$ cat src/rtl/onehot_hold_decoder_if.sv
// Handshake/bus bundle for onehot_hold_decoder: binary index in, one-hot out.
interface onehot_hold_decoder_if #(
  parameter int N = 4
);
  localparam int AW = (N > 1) ? $clog2(N) : 1;

  logic [AW-1:0] A;
  logic          a_valid;
  logic          a_ready;
  logic          abort;
  logic [N-1:0]  Y;
  logic          busy;
  logic          err;

  // Producer side: supplies the index and cancel, observes the decoded output.
  modport master (
    output A, a_valid, abort,
    input  a_ready, Y, busy, err
  );

  // Decoder side.
  modport slave (
    input  A, a_valid, abort,
    output a_ready, Y, busy, err
  );
endinterface

$ cat src/rtl/onehot_hold_decoder.sv
// Sequential binary-to-one-hot decoder. Each accepted index drives its one-hot
// line for HOLD cycles; a new code may be taken on the last drive cycle so
// back-to-back requests produce gap-free output. Out-of-range codes pulse err.
module onehot_hold_decoder #(
  parameter int N    = 4,
  parameter int HOLD = 3
) (
  input logic                   clk,
  input logic                   rst_n,
  onehot_hold_decoder_if.slave  bus
);
  localparam int AW = (N > 1) ? $clog2(N) : 1;
  localparam int CW = ($clog2(HOLD + 1) > 0) ? $clog2(HOLD + 1) : 1;

  typedef enum logic {
    IDLE  = 1'b0,
    DRIVE = 1'b1
  } state_t;

  state_t        state_q, state_d;
  logic [N-1:0]  y_q, y_d;
  logic          busy_q, busy_d;
  logic          err_q, err_d;
  logic [CW-1:0] cnt_q, cnt_d;

  logic [AW-1:0] a_idx;
  logic [N-1:0]  a_onehot;
  logic          a_in_range;
  logic          a_ready;
  logic          xfer;

  assign a_idx = bus.A;

  // One decode comparator per output line; codes >= N leave every bit low.
  for (genvar gi = 0; gi < N; gi++) begin : g_dec
    assign a_onehot[gi] = (a_idx == AW'(gi));
  end

  // Widen by one bit so the range test still works when N is a power of two.
  assign a_in_range = ({1'b0, a_idx} < (AW + 1)'(N));

  // Ready depends only on state and abort, never on a_valid.
  assign a_ready = !bus.abort &&
                   ((state_q == IDLE) || ((state_q == DRIVE) && (cnt_q == '0)));
  assign xfer    = bus.a_valid && a_ready;

  // Next-state and output computation; abort wins over everything else.
  always_comb begin
    state_d = state_q;
    y_d     = y_q;
    busy_d  = busy_q;
    cnt_d   = cnt_q;
    err_d   = 1'b0;

    if (bus.abort) begin
      state_d = IDLE;
      y_d     = '0;
      busy_d  = 1'b0;
      cnt_d   = '0;
    end else if (xfer) begin
      if (a_in_range) begin
        // Same load path from IDLE and from the last DRIVE cycle, so the
        // output switches straight to the new line with no zero cycle.
        state_d = DRIVE;
        y_d     = a_onehot;
        busy_d  = 1'b1;
        cnt_d   = CW'(HOLD - 1);
      end else begin
        state_d = IDLE;
        y_d     = '0;
        busy_d  = 1'b0;
        cnt_d   = '0;
        err_d   = 1'b1;
      end
    end else begin
      case (state_q)
        DRIVE: begin
          if (cnt_q != '0) begin
            cnt_d = cnt_q - CW'(1);
          end else begin
            state_d = IDLE;
            y_d     = '0;
            busy_d  = 1'b0;
          end
        end
        default: begin
          state_d = IDLE;
        end
      endcase
    end
  end

  // State and output registers; reset clears the drive immediately.
  always_ff @(posedge clk or negedge rst_n) begin
    if (!rst_n) begin
      state_q <= IDLE;
      y_q     <= '0;
      busy_q  <= 1'b0;
      err_q   <= 1'b0;
      cnt_q   <= '0;
    end else begin
      state_q <= state_d;
      y_q     <= y_d;
      busy_q  <= busy_d;
      err_q   <= err_d;
      cnt_q   <= cnt_d;
    end
  end

  assign bus.a_ready = a_ready;
  assign bus.Y       = y_q;
  assign bus.busy    = busy_q;
  assign bus.err     = err_q;

endmodule
$ cat src/flat_wrapper.sv
// flat-port wrapper written by rule: the top's interface ports become plain ports
module onehot_hold_decoder_flat 
#(
  parameter int N    = 4,
  parameter int HOLD = 3
)
  (clk, rst_n, bus_A, bus_a_valid, bus_abort, bus_a_ready, bus_Y, bus_busy, bus_err);
  onehot_hold_decoder_if #(.N(N)) bus_i ();
  input logic clk;
  input logic rst_n;
  input wire logic [$bits(bus_i.A)-1:0] bus_A;
  input wire logic [$bits(bus_i.a_valid)-1:0] bus_a_valid;
  input wire logic [$bits(bus_i.abort)-1:0] bus_abort;
  output wire logic [$bits(bus_i.a_ready)-1:0] bus_a_ready;
  output wire logic [$bits(bus_i.Y)-1:0] bus_Y;
  output wire logic [$bits(bus_i.busy)-1:0] bus_busy;
  output wire logic [$bits(bus_i.err)-1:0] bus_err;
  assign bus_i.A = bus_A;
  assign bus_i.a_valid = bus_a_valid;
  assign bus_i.abort = bus_abort;
  assign bus_a_ready = bus_i.a_ready;
  assign bus_Y = bus_i.Y;
  assign bus_busy = bus_i.busy;
  assign bus_err = bus_i.err;
  onehot_hold_decoder #(.N(N), .HOLD(HOLD)) u_core (.clk(clk), .rst_n(rst_n), .bus(bus_i));
endmodule
$ cat config.mk
export PLATFORM = sky130hd
export DESIGN_NAME = onehot_hold_decoder_flat
export DESIGN_NICKNAME = d
export VERILOG_FILES = /design/src/rtl/onehot_hold_decoder_if.sv /design/src/rtl/onehot_hold_decoder.sv /design/src/flat_wrapper.sv
export SDC_FILE = /design/constraint.sdc
export NUM_CORES = 1
export LEC_CHECK = 0
export ABC_AREA = 1
export CAP_MARGIN = 10
export CORE_AREA = 2 2 39 41
export CTS_CLUSTER_DIAMETER = 100
export DETAILED_ROUTE_END_ITERATION = 16
export DIE_AREA = 0 0 41 43
export PLACE_DENSITY = 0.69
export SYNTH_ARGS = -nofsm -noshare
export SYNTH_HDL_FRONTEND = slang
export SYNTH_SLANG_ARGS = --single-unit
$ cat constraint.sdc
create_clock -name clk -period 1.47 [get_ports clk]
set_clock_uncertainty 0.2 [all_clocks]
set_input_delay 0.441 -clock clk [delete_from_list [all_inputs] [get_ports clk]]
set_output_delay 0.441 -clock clk [all_outputs]
set_load 0.02 [all_outputs]
# Yosys cells after proc, flatten, opt, wreduce, memory -nomap -nowiden
# Index checks and enable logic that the tools add are counted.
[word_totals] elab_cells=38 reg_bits=8 inputBits=6 out_inout_bits=7
[op_classes] n_mux=16 bitwise=1 addsub=1 reduce_logical=12 n_eq_ne=4
[ops] cell="4-bit 2-to-1 mux" count=4
[ops] cell="1-bit 2-to-1 mux" count=8
[ops] cell="2-bit 2-to-1 mux" count=4
[ops] cell="3-bit nonzero test" count=2
[ops] cell="2-bit equality test, second input constant" count=2
[ops] cell="2-bit logical NOT" count=2
[ops] cell="2-bit AND reduction" count=2
[ops] cell="1-bit logical AND" count=3
[ops] cell="3-bit by 2-bit inequality test with 1-bit output, second input constant" count=1
[ops] cell="2-bit by 1-bit equality test with 1-bit output, second input constant" count=1
[ops] cell="2-bit nonzero test" count=1
[ops] cell="2-bit by 1-bit subtractor with 2-bit output, second input constant" count=1
[ops] cell="1-bit logical NOT" count=1
[ops] cell="1-bit logical OR" count=1
[ops] cell="1-bit inverter" count=1

# Logic depth before layout (Yosys ltp)
[depth] depth_word=7 depth_mapped=7 depth_no_buf=7

# Least setup slack after synthesis
# Ideal clock, no wire load.
[synth_path] kind="register to output" start="register u_core.cnt_q[0]" end="output port bus_a_ready" arrival_ns=0.936 path_slack_ns=-0.107 required_time_ns=0.829 path_buffers=0 stages_incl_launch_ff=5 cell_sequence="dfrtp_1 > inv_1 > ha_1 > nor2_1 > nor2_1"
[synth_via] elab_chain_len=4
[synth_lines] item="from (decl)" line="onehot_hold_decoder.sv:24" text="logic [CW-1:0] cnt_q, cnt_d;"
[synth_lines] item="from (signal assigned)" line="onehot_hold_decoder.sv:106" text="cnt_q <= cnt_d;"
[synth_lines] item="2-bit logical NOT" line="onehot_hold_decoder.sv:44" text="((state_q == IDLE) || ((state_q == DRIVE) && (cnt_q == '0)));"
[synth_lines] item="1-bit logical AND" line="onehot_hold_decoder.sv:44"
[synth_lines] item="1-bit logical OR" line="onehot_hold_decoder.sv:44"
[synth_lines] item="1-bit logical AND" line="onehot_hold_decoder.sv:43" text="assign a_ready = !bus.abort &&"
[synth_lines] item="to (decl)" line="flat_wrapper.sv:14" text="output wire logic [$bits(bus_i.a_ready)-1:0] bus_a_ready;"
# Every way passes these cells.

# Worst setup path after layout
# Same ends and word-level chain as after synthesis.

==> impl_metrics.prom <==
# TYPE chip_impl_metric gauge
chip_impl_metric{name="cts_max_path_buffers",unit=""} 2
chip_impl_info{name="yosysMostFrequentCell",value="nand2_1"} 1
chip_impl_metric{name="nNetsFinal",unit=""} 83
chip_impl_metric{name="cts.sink_count",unit=""} 8
chip_impl_metric{name="synth-edff-count",unit=""} 0
chip_impl_metric{name="seqCellArea",unit="um2"} 200.2
chip_impl_info{name="violations",value="setup timing"} 1
chip_impl_metric{name="grt.overflow.total",unit=""} 0
chip_impl_info{name="yosys-top-cells-count",value="nand2_1 (12), dfrtp_1 (8), nor2_1 (8), inv_1 (7), nand3_1 (5)"} 1
chip_impl_metric{name="ys_warn_count",unit=""} 0
chip_impl_metric{name="drive_above_1_share",unit="%"} 35.14
chip_impl_metric{name="post_synth_instance_area",unit="um2"} 424.2
chip_impl_metric{name="grt_antenna_before_repair",unit=""} 0
chip_impl_metric{name="routed_wl",unit="um"} 877
chip_impl_metric{name="largest_net_degree_at_the_start_of_global_routing",unit=""} 12
chip_impl_metric{name="finalSetupTns",unit="ns"} -0.2755
chip_impl_metric{name="drt-vias-per-instance",unit=""} 4.478
chip_impl_metric{name="detail-route-antenna-nets",unit=""} 0
chip_impl_metric{name="worst_skew_pair.late_latency",unit="ns"} 0.26
chip_impl_info{name="path_class",value="flip-flop to output port"} 1
chip_impl_metric{name="routed_via_count",unit=""} 403
chip_impl_info{name="min-delay-path-class",value="input pin to asynchronous set/reset pin"} 1
chip_impl_metric{name="initial_util",unit="%"} 30.65
chip_impl_metric{name="worst_path_arrival",unit="ns"} 1.10
chip_impl_info{name="synthDominantAreaCellType",value="dfrtp_1"} 1
chip_impl_metric{name="initialDrtViolationCount",unit=""} 3
chip_impl_metric{name="detailed_place_hpwl",unit="um"} 679
chip_impl_metric{name="final-max-slew-violation-count",unit=""} 0
chip_impl_metric{name="postSynthCellCount",unit=""} 55
chip_impl_metric{name="crit_required",unit="ns"} 0.83
chip_impl_metric{name="min_period",unit="ns"} 1.746
chip_impl_metric{name="remaining_drc_errors",unit=""} 0
chip_impl_metric{name="report.final.hold_viol_count",unit=""} 0
chip_impl_metric{name="vertical_extent_of_the_die",unit="um"} 43
chip_impl_metric{name="critical_path_peak_fanout",unit=""} 2
chip_impl_metric{name="floorplan.rows",unit=""} 14
chip_impl_metric{name="synth_fp_nets",unit=""} 62
chip_impl_info{name="yosys_most_used_dff",value="dfrtp_1"} 1
chip_impl_metric{name="num_antenna_cells",unit=""} 0
chip_impl_metric{name="layout.filler_cells",unit=""} 148
chip_impl_metric{name="max-vdd-ir-drop",unit="mV"} 0.4429
chip_impl_metric{name="p_leak",unit="uW"} 0.0003487
chip_impl_metric{name="power_density",unit="mW/mm2"} 868.1
chip_impl_metric{name="timing.final.crit_share",unit="%"} 118.7
chip_impl_info{name="endpoint_kind",value="output port"} 1
chip_impl_metric{name="wire_length_of_the_first_global_routing_pass",unit="um"} 1559
chip_impl_metric{name="setup_slack",unit="ns"} -0.2755
chip_impl_metric{name="setup_viol",unit=""} 1
chip_impl_metric{name="hold-worst-slack",unit="ns"} 0.2572
chip_impl_metric{name="seq_area_frac_synth",unit="%"} 47.20
chip_impl_info{name="start_kind",value="flip-flop"} 1
chip_impl_metric{name="totalPowerFinal",unit="uW"} 540.9
chip_impl_metric{name="core_region_area",unit="mm2"} 0.001384
chip_impl_metric{name="maximum_capacitance_violations",unit=""} 0
chip_impl_metric{name="yosysUniqueCellTypes",unit=""} 13
chip_impl_metric{name="seq_cells_post_synth",unit=""} 8
chip_impl_metric{name="post-synth-top-area-fraction",unit="%"} 47.20
chip_impl_metric{name="combined_area_of_the_multi_input_logic_cells",unit="um2"} 202.7
chip_impl_metric{name="die_area",unit="mm2"} 0.001763
chip_impl_metric{name="via_count_of_the_first_global_routing_pass",unit=""} 358
chip_impl_metric{name="asyncSetResetFlopFracSynth",unit="%"} 100.0
chip_impl_metric{name="syn_area_per_cell",unit="um2"} 7.712
chip_impl_metric{name="fmaxAchievable",unit="MHz"} 572.9
chip_impl_info{name="post_synth_main_area_contributors",value="dfrtp_1 (47%), nand2_1 (11%), nor2_1 (7.1%)"} 1
chip_impl_metric{name="number_of_levels_in_the_clock_h_tree",unit=""} 1
chip_impl_metric{name="globalRouteTotalUtil",unit="%"} 14.43
chip_impl_metric{name="wl_per_cell",unit="um"} 9.744
chip_impl_info{name="clock-root-buffer",value="clkbuf_4"} 1
chip_impl_info{name="grt_setup_unrepaired",value="yes"} 1
chip_impl_metric{name="portBuffers",unit=""} 11
chip_impl_metric{name="io_pins",unit=""} 13
chip_impl_metric{name="die-width",unit="um"} 41
chip_impl_metric{name="gp_routability_congestion",unit=""} 0.6840
chip_impl_metric{name="clk_pin_slew",unit="ns"} 0.06
chip_impl_metric{name="areaGrowthSynthToFinish",unit="%"} 46.90
chip_impl_info{name="tritoncts",value="yes"} 1
chip_impl_metric{name="detail_route.first_pass.iterations",unit=""} 3
chip_impl_metric{name="numCtsBuffers",unit=""} 3
chip_impl_info{name="status",value="finished, violations left"} 1
==> flip-flops by register name, indices dropped and copies added, names as in the netlist <==
register and flops:
u_core.bus.busy 1, u_core.bus.Y 4, u_core.cnt_q 2, u_core.state_q 1
==> routing by layer <==
| metal | vias up | routed length, um | track usage [%] |
|---|---|---|---|
| met5 | - | 0 | 0 |
| met4 | 0 | 40 | 14.00 |
| met3 | 5 | 39 | 6.283 |
| met2 | 8 | 390 | 17.81 |
| met1 | 181 | 406 | 17.39 |
| li1 | 209 | - | - |
==> critical path: stages, from the launching register on <==
cell	delay, ns
dfrtp_1	0.37
inv_2	0.08
ha_4	0.14
nor2_4	0.04
nor2_4	0.09
buf_6	0.12
==> placed cells by master, fill, tap and decap left out <==
cell             synthesis  routed
inv_1                    7       5
buf_6                    0       2
nor2_4                   0       2
dlygate4sd2_1            0       1
nand2_1                 12      12
buf_4                    2       7
inv_2                    2       4
a21oi_1                  2       2
clkdlybuf4s50_1          0       4
nand4_1                  4       4
ha_4                     0       1
clkbuf_4                 0       3
conb_1                   1       1
nor2_1                   8       6
nand3_1                  5       5
dfrtp_1                  8       8
buf_2                    0       4
nand2_4                  1       1
nand2_2                  2       2
==> kinds of logic after synthesis <==
group	share of synthesized area [%]
compound gates	2.360
fa+ha+maj	2.949
buf+inv	11.51
flops	47.20
other cells	0.8841
simple gates	35.10
==> timing repair <==
action                                  CTS  global route
hold buffers                              0             0
endpoints found under the setup margin    6             2
setup buffers                             1             0
pin swaps                                 3             0
gates resized for setup                  29             2
==> power breakdown <==
group | total, uW | leakage, uW | switching, uW | internal, uW
Sequential | 240 | 0.000106 | 6.50 | 233
Clock | 170 | 0.0000138 | 76.5 | 93.5
Combinational | 131 | 0.000229 | 72.4 | 58.8
==> path summary, 6_finish.rpt <==
path	cells past startpoint	slack (ns)	end	startpoint
setup / recovery	5	-0.28	bus_a_ready	u_core.cnt_q[0]
hold reg to reg	2	0.30	u_core.bus.busy	u_core.bus.busy
setup reg to reg	7	0.13	u_core.bus.Y[1]	u_core.cnt_q[0]
max in group asynchronous	1	0.53	u_core.bus.Y[1]	rst_n
min in group clk	2	0.30	u_core.bus.busy	u_core.bus.busy
hold / removal	1	0.26	u_core.bus.Y[0]	rst_n
==> per-stage QoR <==
step	instance area (um2)	std cells	utilization, %	setup WS (ns)
floorplan	441.7	55	-	0.004778
global placement	601.8	86	43.49	-0.7892
detailed placement	601.8	86	43.49	-0.7872
CTS	616.8	90	44.57	-0.2945
global route	623.1	90	45.03	-0.3392
finish	623.1	90	45.03	-0.2755
==> cell type report <==
| type | instances | area share [%] |
|---|---|---|
| Timing Repair Buffer | 18 | 23.09 |
| Tap cell | 16 | 3.213 |
| Clock buffer | 3 | 3.614 |
| Sequential cell | 8 | 32.13 |
| Inverter | 9 | 5.422 |
| Multi-Input combinational cell | 36 | 32.53 |
Note: power is estimated with default switching activity, not from simulation.
